`config.mk`:
```
export PLATFORM = sky130hd
export DESIGN_NAME = uart_map_in_flat
export DESIGN_NICKNAME = d
export VERILOG_FILES = /design/src/rtl/enigma_pkg.sv /design/src/rtl/uart_map_in_if.sv /design/src/rtl/uart_in_fifo.sv /design/src/rtl/uart_map_in.sv /design/src/flat_wrapper.sv
export SDC_FILE = /design/constraint.sdc
export NUM_CORES = 1
export LEC_CHECK = 0
export BUFFER_PORTS_ARGS = -buffer_cell sky130_fd_sc_hd__buf_2
export CAP_MARGIN = 10
export CORE_UTILIZATION = 40
export DETAILED_ROUTE_END_ITERATION = 8
export GPL_TIMING_DRIVEN = 0
export HOLD_SLACK_MARGIN = 0.03
export PLACE_DENSITY = 0.71
export SLEW_MARGIN = 10
export SYNTH_ARGS = -nofsm -noshare
export SYNTH_HDL_FRONTEND = slang
export SYNTH_SLANG_ARGS = --single-unit
```
`constraint.sdc`:
```
create_clock -name clk -period 6.2 [get_ports clk]
set_clock_uncertainty 0.1 [all_clocks]
set_input_delay 1.24 -clock clk [delete_from_list [all_inputs] [get_ports clk]]
set_output_delay 1.24 -clock clk [all_outputs]
set_load 0.02 [all_outputs]
```
`src/rtl/enigma_pkg.sv`:
```
// Shared types and constants for the Enigma letter path.
package enigma_pkg;

  localparam int unsigned LETTER_W = 6;
  localparam int unsigned ENTRY_W  = LETTER_W + 1;

  localparam logic [7:0] ASC_A  = 8'h41;
  localparam logic [7:0] ASC_Z  = 8'h5A;
  localparam logic [7:0] ASC_LA = 8'h61;
  localparam logic [7:0] ASC_LZ = 8'h7A;
  localparam logic [7:0] ASC_CR = 8'h0D;
  localparam logic [7:0] ASC_LF = 8'h0A;

  // One FIFO slot: end-of-message flag above the letter index.
  typedef struct packed {
    logic                eom;
    logic [LETTER_W-1:0] letter;
  } letter_entry_t;

  typedef enum logic {
    S_IDLE = 1'b0,
    S_MSG  = 1'b1
  } map_state_e;

endpackage

```
`src/rtl/uart_map_in_if.sv`:
```
// RX byte strobe in, letter stream out over valid/ready.
interface uart_map_in_if;
  import enigma_pkg::*;

  logic [7:0]          rx_data;
  logic                rx_valid;
  logic [LETTER_W-1:0] letter_data;
  logic                letter_eom;
  logic                letter_valid;
  logic                letter_ready;

  // Mapper side: consumes RX bytes, produces letters.
  modport master (
    input  rx_data, rx_valid, letter_ready,
    output letter_data, letter_eom, letter_valid
  );

  // Environment side: UART RX plus the Enigma core consumer.
  modport slave (
    output rx_data, rx_valid, letter_ready,
    input  letter_data, letter_eom, letter_valid
  );
endinterface

```
`src/rtl/uart_in_fifo.sv`:
```
// Generic first-word-fall-through FIFO with an explicit level counter.
module uart_in_fifo #(
  parameter int unsigned DEPTH = 4,
  parameter int unsigned AW    = 2,
  parameter int unsigned W     = 7
) (
  input  logic         clk,
  input  logic         rst_n,
  input  logic         push,
  input  logic         pop,
  input  logic [W-1:0] din,
  output logic [W-1:0] dout,
  output logic         empty,
  output logic         full,
  output logic [AW:0]  level
);

  logic [W-1:0]  mem_q [DEPTH];
  logic [AW-1:0] wr_ptr_q;
  logic [AW-1:0] rd_ptr_q;
  logic [AW:0]   level_q;
  logic          do_push;
  logic          do_pop;

  assign empty = (level_q == '0);
  assign full  = (level_q == (AW+1)'(DEPTH));

  // Pop on empty is ignored; a push into a full FIFO only lands if a pop frees a slot.
  assign do_pop  = pop & ~empty;
  assign do_push = push & (~full | do_pop);

  // Storage, pointers and occupancy; pointers wrap naturally at DEPTH.
  always_ff @(posedge clk or negedge rst_n) begin
    if (!rst_n) begin
      for (int i = 0; i < DEPTH; i++) mem_q[i] <= '0;
      wr_ptr_q <= '0;
      rd_ptr_q <= '0;
      level_q  <= '0;
    end else begin
      if (do_push) begin
        mem_q[wr_ptr_q] <= din;
        wr_ptr_q        <= wr_ptr_q + AW'(1);
      end
      if (do_pop) rd_ptr_q <= rd_ptr_q + AW'(1);
      if (do_push && !do_pop)      level_q <= level_q + (AW+1)'(1);
      else if (do_pop && !do_push) level_q <= level_q - (AW+1)'(1);
    end
  end

  assign dout  = mem_q[rd_ptr_q];
  assign level = level_q;

endmodule

```
`src/rtl/uart_map_in.sv`:
```
// Maps received ASCII to letter indices / EOM markers and buffers them for the core.
module uart_map_in
  import enigma_pkg::*;
#(
  parameter int unsigned DEPTH = 4,
  parameter int unsigned AW    = 2,
  parameter int unsigned CNT_W = 8
) (
  input  logic             clk,
  input  logic             rst_n,
  uart_map_in_if.master    bus,
  output logic [AW:0]      fifo_level,
  output logic             overflow,
  output logic [CNT_W-1:0] drop_count,
  input  logic             clear_status
);

  map_state_e     state_q, state_d;
  logic           overflow_q, overflow_d;
  logic [CNT_W-1:0] drop_q, drop_d;

  logic           is_letter_c, is_term_c, is_reject_c;
  logic [LETTER_W-1:0] index_c;
  logic           want_push_c, push_c, lost_c, pop_c;
  letter_entry_t  entry_c, head_c;
  logic [ENTRY_W-1:0] fifo_dout;
  logic           fifo_empty, fifo_full;

  // Byte classification: case-folded letter index, line terminator, or reject.
  always_comb begin
    is_letter_c = 1'b0;
    is_term_c   = 1'b0;
    index_c     = '0;
    if (bus.rx_data >= ASC_A && bus.rx_data <= ASC_Z) begin
      is_letter_c = 1'b1;
      index_c     = LETTER_W'(bus.rx_data - ASC_A);
    end else if (bus.rx_data >= ASC_LA && bus.rx_data <= ASC_LZ) begin
      is_letter_c = 1'b1;
      index_c     = LETTER_W'(bus.rx_data - ASC_LA);
    end else if (bus.rx_data == ASC_CR || bus.rx_data == ASC_LF) begin
      is_term_c   = 1'b1;
    end
    is_reject_c = bus.rx_valid & ~is_letter_c & ~is_term_c;
  end

  assign pop_c = ~fifo_empty & bus.letter_ready;

  // State register.
  always_ff @(posedge clk or negedge rst_n) begin
    if (!rst_n) state_q <= S_IDLE;
    else        state_q <= state_d;
  end

  // Next state and push decision; terminators only count after a letter.
  always_comb begin
    state_d       = state_q;
    want_push_c   = 1'b0;
    entry_c       = '0;
    if (bus.rx_valid) begin
      if (is_letter_c) begin
        want_push_c    = 1'b1;
        entry_c.letter = index_c;
      end else if (is_term_c && state_q == S_MSG) begin
        want_push_c = 1'b1;
        entry_c.eom = 1'b1;
      end
    end
    push_c = want_push_c & (~fifo_full | pop_c);
    lost_c = want_push_c & ~push_c;
    if (push_c) state_d = entry_c.eom ? S_IDLE : S_MSG;
  end

  // Status next-state; clear overrides any same-cycle event.
  always_comb begin
    overflow_d = overflow_q;
    drop_d     = drop_q;
    if (clear_status) begin
      overflow_d = 1'b0;
      drop_d     = '0;
    end else begin
      if (lost_c) overflow_d = 1'b1;
      if (is_reject_c && drop_q != '1) drop_d = drop_q + CNT_W'(1);
    end
  end

  // Status registers.
  always_ff @(posedge clk or negedge rst_n) begin
    if (!rst_n) begin
      overflow_q <= 1'b0;
      drop_q     <= '0;
    end else begin
      overflow_q <= overflow_d;
      drop_q     <= drop_d;
    end
  end

  uart_in_fifo #(
    .DEPTH (DEPTH),
    .AW    (AW),
    .W     (ENTRY_W)
  ) u_fifo (
    .clk   (clk),
    .rst_n (rst_n),
    .push  (push_c),
    .pop   (pop_c),
    .din   (entry_c),
    .dout  (fifo_dout),
    .empty (fifo_empty),
    .full  (fifo_full),
    .level (fifo_level)
  );

  assign head_c           = letter_entry_t'(fifo_dout);
  assign bus.letter_data  = head_c.letter;
  assign bus.letter_eom   = head_c.eom;
  assign bus.letter_valid = ~fifo_empty;
  assign overflow         = overflow_q;
  assign drop_count       = drop_q;

endmodule

```
`src/flat_wrapper.sv`:
```
// flat-port wrapper written by rule: the top's interface ports become plain ports
module uart_map_in_flat import enigma_pkg::*;
#(
  parameter int unsigned DEPTH = 4,
  parameter int unsigned AW    = 2,
  parameter int unsigned CNT_W = 8
)
  (clk, rst_n, fifo_level, overflow, drop_count, clear_status, bus_rx_data, bus_rx_valid, bus_letter_ready, bus_letter_data, bus_letter_eom, bus_letter_valid);
  uart_map_in_if bus_i ();
  input  logic clk;
  input  logic rst_n;
  output logic [AW:0] fifo_level;
  output logic overflow;
  output logic [CNT_W-1:0] drop_count;
  input  logic clear_status;
  input wire logic [$bits(bus_i.rx_data)-1:0] bus_rx_data;
  input wire logic [$bits(bus_i.rx_valid)-1:0] bus_rx_valid;
  input wire logic [$bits(bus_i.letter_ready)-1:0] bus_letter_ready;
  output wire logic [$bits(bus_i.letter_data)-1:0] bus_letter_data;
  output wire logic [$bits(bus_i.letter_eom)-1:0] bus_letter_eom;
  output wire logic [$bits(bus_i.letter_valid)-1:0] bus_letter_valid;
  assign bus_i.rx_data = bus_rx_data;
  assign bus_i.rx_valid = bus_rx_valid;
  assign bus_i.letter_ready = bus_letter_ready;
  assign bus_letter_data = bus_i.letter_data;
  assign bus_letter_eom = bus_i.letter_eom;
  assign bus_letter_valid = bus_i.letter_valid;
  uart_map_in #(.DEPTH(DEPTH), .AW(AW), .CNT_W(CNT_W)) u_core (.clk(clk), .rst_n(rst_n), .bus(bus_i), .fifo_level(fifo_level), .overflow(overflow), .drop_count(drop_count), .clear_status(clear_status));
endmodule
```
# --- Yosys cells after proc, flatten, opt, wreduce, memory -nomap -nowiden ---
# Cells that the tools add are included.
classes:
  order_cmp: 7
  n_eq_ne: 4
  add_sub_neg: 7
  bitwise: 16
  reduce_logical: 14
  muxes: 26
op_table:
  columns: ["cell", "count"]
  rows:
  - ["$bwmux W28", 1]
  - ["$mux W7", 4]
  - ["$mux W6", 3]
  - ["$eq A8 B4 Y1 const B", 2]
  - ["$ge A8 B7 Y1 const B", 2]
  - ["$le A8 B7 Y1 const B", 2]
  - ["$mux W8", 2]
  - ["$bmux W7 S2", 1]
  - ["$demux W7 S2", 1]
  - ["$mux W1", 12]
  - ["$add A8 B1 Y8 const B", 1]
  - ["$ne A8 B8 Y1 const B", 1]
  - ["$and A1 B1 Y1", 7]
  - ["$logic_and A1 B1 Y1", 7]
  - ["$ge A3 B3 Y1 const B", 2]
  - ["$mux W3", 2]
  - ["$not A2 Y3", 2]
  - ["$reduce_bool A2 Y1", 3]
  - ["$sub A6 B1 Y6 const B", 1]
  - ["$sub A6 B6 Y6 const B", 1]
  - ["$not A1 Y1", 5]
  - ["$add A2 B1 Y2 const B", 2]
  - ["$add A3 B1 Y3 const B", 1]
  - ["$eq A3 B3 Y1 const B", 1]
  - ["other kinds (6)", 8]
word_totals:
  register_bits: 45
  input_bits: 13
  out_inout_bits: 20

# --- Logic depth before layout (Yosys ltp) ---
depth:
  word_depth: 15
  ltp_mapped: 12
  ltp_nobuf: 12

# --- Modules after synthesis ---
# Synthesis repeated with hierarchy kept, for this count alone.
hier_totals:
  hier_cells: 204
  area_unflattened_um2: 2506.2
modules_own_cells:
  columns: ["module", "area_per_inst_um2", "cells_each", "n_inst"]
  rows:
  - ["uart_in_fifo", 1626.6, 104, 1]
  - ["uart_map_in", 879.6, 100, 1]

# --- Least setup slack after synthesis ---
# Ideal clock, no wire load.
synth_path:
  kind: "in2reg"
  start: "in bus_rx_data[0]"
  end: "reg u_core.u_fifo.level_q[1], in the netlist u_core.u_fifo.level[1]"
  setup_ps: 125
  path_buffers: 0
  path_slack_ps: 2546
  arrival_time_ps: 3429
  required_ps: 5975
  cell_stages: 10
  cell_sequence: "inv_1 > ha_1 > or3b_4 > o311ai_2 > nor3_1 > o21a_1 > ha_1 > inv_1 > fa_1 > mux2_2"
synth_via:
  elab_chain_cells: 14
  word_cells_on_any_way: 25
  cone_classes: "order compare (4); eq/ne (2); mux (9); bitwise (2); reduce/logical (8)"
synth_rtl:
  columns: ["item", "line", "text"]
  rows:
  - ["from (decl)", "flat_wrapper.sv:16", "input wire logic [$bits(bus_i.rx_data)-1:0] bus_rx_data;"]
  - ["parallel branches: the longest is 7 deep, another holds $ge A8 B7 Y1", null, null]
  - ["$mux W1 (*)", "uart_map_in.sv:60", "if (is_letter_c) begin"]
  - ["$mux W1 (*)", "uart_map_in.sv:59", "if (bus.rx_valid) begin"]
  - ["$and A1 B1 Y1 (*)", "uart_map_in.sv:68", "push_c = want_push_c & (~fifo_full | pop_c);"]
  - ["$and A1 B1 Y1 (*)", "uart_in_fifo.sv:30", "assign do_push = push & (~full | do_pop);"]
  - ["via u_core.u_fifo.do_push", "uart_in_fifo.sv:22", "logic do_push;"]
  - ["$logic_not A1 Y1", "uart_in_fifo.sv:46", "else if (do_pop && !do_push) level_q <= level_q - (AW+1)'(1);"]
  - ["$logic_and A1 B1 Y1", "uart_in_fifo.sv:46", null]
  - ["$reduce_bool A2 Y1 (no source line)", null, null]
  - ["to (signal assigned)", "uart_in_fifo.sv:45", "if (do_push && !do_pop) level_q <= level_q + (AW+1)'(1);"]
  - ["to (signal assigned)", "uart_in_fifo.sv:46", null]
  - ["to (decl)", "uart_in_fifo.sv:21", "logic [AW:0] level_q;"]
# Mark *: on every way through the listed nets, which the timed path passes.
# A chain may end at the register's enable or synchronous reset.

# --- Worst setup path in the final report ---
# Same ends and word-level chain as after synthesis.

==> flow_summary.ini <==
[power_and_ir_drop]
power.leakage_nw = 1.26
swShare_pct = 35.3
p_sw_mw = 0.388
p_clk_share_pct = 21.0
p_int_mw = 0.712
combinationalPowerShare_pct = 38.7
p_per_area_nw_per_um2 = 391
power.share.sequential_pct = 40.2
finalPower_mw = 1.10
vdd_drop_max_mv = 0.253

[detailed_routing]
viasPerCell = 5.37
wl_per_cell_um = 16.3
dr.first_iter.drc_count = 129
drcViolationCount = 0
wl_mm = 5.15
vias = 1693
postRouteAntennaNets = 0
dr.pass1.iters = 4

[global_route]
grt_usage_pct = 17.9
grt_pass1_vias = 1725
antenna_found_initial = 0
grt_pass1_wl_mm = 8.51
grt-ovfl-total = 0
grt_max_degree = 46

[cts]
clk_latency_ps = 290
cts_setup_buffers = 0
max-clock-path-buffers = 2
cts_hold_buf = 0
cts_tree = done
clock_sinks = 45
cts_made_buffers = 5
root_buffer = clkbuf_8
cts.clk_slew.worst_paths_ps = 80
htree_levels = 2
cts-resized-gates = 0

[sta]
tns_ps = 0
fmax_mhz = 271
rsz0062_at_grt = false
slew_headroom_pct = 32.8
report.final.slew_viol_count = 0
final-setup-viol-count = 0
max_slew.worst_pin.slew_ps = 1010
layout_setup_ws_ps = 2500
holdWs_ps = 398
report.final.hold_viol_count = 0
final.min_clock_period_ps = 3700
finalCritPeriodShare_pct = 59.6

[setup_path]
timing.rr.start = u_core.u_fifo.level[0]$_DFFE_PN0P_
critPathLaunchType = input pin
worstSetupStartpoint = bus_rx_data[0]
r2r-end = u_core.u_fifo.level[1]$_DFFE_PN0P_
reg2reg_depth = 7
path_cells = buf_2 -> inv_1 -> ha_1 -> or3b_4 -> o311ai_2 -> nor3_1 -> o21a_1 -> ha_1 -> inv_1 -> fa_1 -> mux2_2
slowest_stage = or3b_4
critPathKind = in -> reg
r2r_slack_ps = 3670
worstSetupEndpointType = flip-flop
cpPeakStageDelay_ps = 420
crit_fanout = 8
endpoint = u_core.u_fifo.level[1]$_DFFE_PN0P_
worstPathRequired_ps = 6270
worst_ep_arrival_time_ps = 3770

[final_layout]
area_delta_synth_final_pct = 14.8
postLayoutCellArea_um2 = 2820
insertedDiodeCount = 0
nFillCells = 544
finish.utilization_pct = 47.6
finalNetCount = 262
layout.cells.non_filler = 315
drive_above_1_share_pct = 27.9

[place]
place_ws_ps = 2190
finalWeightedCongestion = 0.787
dp_hpwl_mm = 3.67
port_buffers = 30
place_inst = 307
placed_cell_area_um2 = 2700

[yosys]
synthArstFlopShare_pct = 100
synthCells = 202
yosysWarningCount = 0
syn_nets = 225
ys.flop_type = dfrtp_1
seq_area_frac_synth_pct = 45.9
avgSynthCellArea_um2 = 12.1
synth_edf_count = 0
synth_cell_types = 47
ys_ff_latch = 45
syn_area_um2 = 2450

[worst_hold_path]
hold_class = reg -> reg
hold_depth = 1

[floorplanning]
num_rows = 28
fp.dieW_um = 80.3
chipHeight_um = 80.3
initial_utilization_pct = 41.4
num_io_pins = 33
dieArea_um2 = 6450
core_um2 = 5920

[outcome]
status = complete, no violations

[flow_run]
max_cap_violations = 0
-- Yosys cell counts, types with 2 or more instances --
cell / count / area, um2
o2bb2ai_1: 8 / 70.1
or3_1: 2 / 12.5
inv_1: 7 / 26.3
xnor2_1: 6 / 52.6
nor2_1: 10 / 37.5
a21oi_1: 5 / 25.0
mux4_2: 7 / 158
o21ai_4: 4 / 65.1
a22o_1: 20 / 175
xor2_1: 3 / 26.3
nor4_1: 3 / 18.8
mux2i_1: 2 / 20.0
ha_1: 9 / 113
nand2b_1: 2 / 12.5
nand3_1: 5 / 25.0
and2b_2: 3 / 26.3
nor2b_1: 4 / 25.0
o211a_1: 2 / 20.0
buf_6: 2 / 22.5
clkbuf_1: 8 / 30.0
dfrtp_1: 45 / 1130
o31ai_1: 3 / 22.5
mux2_2: 5 / 56.3
and2_1: 4 / 25.0
nor3_1: 3 / 15.0
or4_1: 3 / 22.5
nand2_1: 7 / 26.3
-- cell families (layout without fill, tap and decap cells) --
group	count (synthesis)	in the layout	share of synthesized area, %
fa+ha+maj	10	10	5.41
buf+inv	20	58	3.78
mux	15	15	10.2
flops	45	45	45.9
xor+xnor	9	9	3.21
compound gates	48	48	18.2
simple gates	55	55	13.3
-- placed cells by master (no fill, tap or decap), drive strengths merged, types with 6 or more instances in the layout --
| cell | instances |
|---|---|
| inv | 7 |
| o2bb2ai | 8 |
| dfrtp | 45 |
| buf | 34 |
| nor2 | 10 |
| clkbuf | 15 |
| mux4 | 7 |
| a22o | 20 |
| mux2 | 6 |
| xnor2 | 6 |
| ha | 9 |
| nand2 | 7 |
-- power groups by stage --
stage | sequential (mW) | clock [mW] | combinational, mW
2_1_floorplan | 0.444 | 0 | 0.309
3_3_place_gp | 0.442 | 0 | 0.422
3_5_place_dp | 0.447 | 0 | 0.431
4_1_cts | 0.442 | 0.238 | 0.433
5_1_grt | 0.454 | 0.255 | 0.468
6_report | 0.442 | 0.231 | 0.426
-- registers in the layout, indices dropped and copies added, names as in the netlist --
signal / flops
u_core.u_fifo.wr_ptr_q: 2
u_core.u_fifo.rd_ptr_q: 2
u_core.u_fifo.mem_q: 28
u_core.state_q: 1
u_core.u_fifo.level: 3
u_core.overflow: 1
u_core.drop_count: 8
-- layer usage --
metal	part of all wire (%)	global-route usage [%]
met4	1.1	6.25
met3	2.8	4.20
met2	48	27.9
met1	48	24.2
met5	0	0
-- critical path, delay by kind of cell --
family	cells	cell delay, ps
multiplexers	1	260
buffers and inverters	3	330
AND/OR/NAND/NOR	2	560
AO/OA/AOI/OAI	2	540
adder cells (fa/ha/maj)	3	840
-- how the worst min path moves through the flow --
stage,startpoint,end,slack [ps]
2_1_floorplan,u_core.u_fifo.mem_q[7]$_DFFE_PN0P_,u_core.u_fifo.mem_q[7]$_DFFE_PN0P_,350
4_1_cts,u_core.u_fifo.mem_q[21]$_DFFE_PN0P_,u_core.u_fifo.mem_q[21]$_DFFE_PN0P_,400
6_report,u_core.u_fifo.mem_q[7]$_DFFE_PN0P_,u_core.u_fifo.mem_q[7]$_DFFE_PN0P_,400
3_3_place_gp,u_core.u_fifo.mem_q[15]$_DFFE_PN0P_,u_core.u_fifo.mem_q[15]$_DFFE_PN0P_,370
5_1_grt,u_core.u_fifo.mem_q[19]$_DFFE_PN0P_,u_core.u_fifo.mem_q[19]$_DFFE_PN0P_,420
3_5_place_dp,u_core.u_fifo.mem_q[21]$_DFFE_PN0P_,u_core.u_fifo.mem_q[21]$_DFFE_PN0P_,380
-- final cells by class --
| class | count | area (um2) | share of cell area [%] |
|---|---|---|---|
| tap | 75 | 93.8 | 3.33 |
| inverter | 7 | 26.3 | 0.933 |
| timing repair buffer | 30 | 150 | 5.33 |
| clock inverter | 2 | 37.5 | 1.33 |
| sequential | 45 | 1130 | 40.0 |
| clock buffer | 6 | 82.6 | 2.93 |
| multi-input combinational | 137 | 1230 | 43.8 |
| buffer | 13 | 66.3 | 2.35 |
No activity file was read; power rests on OpenSTA's default activity.
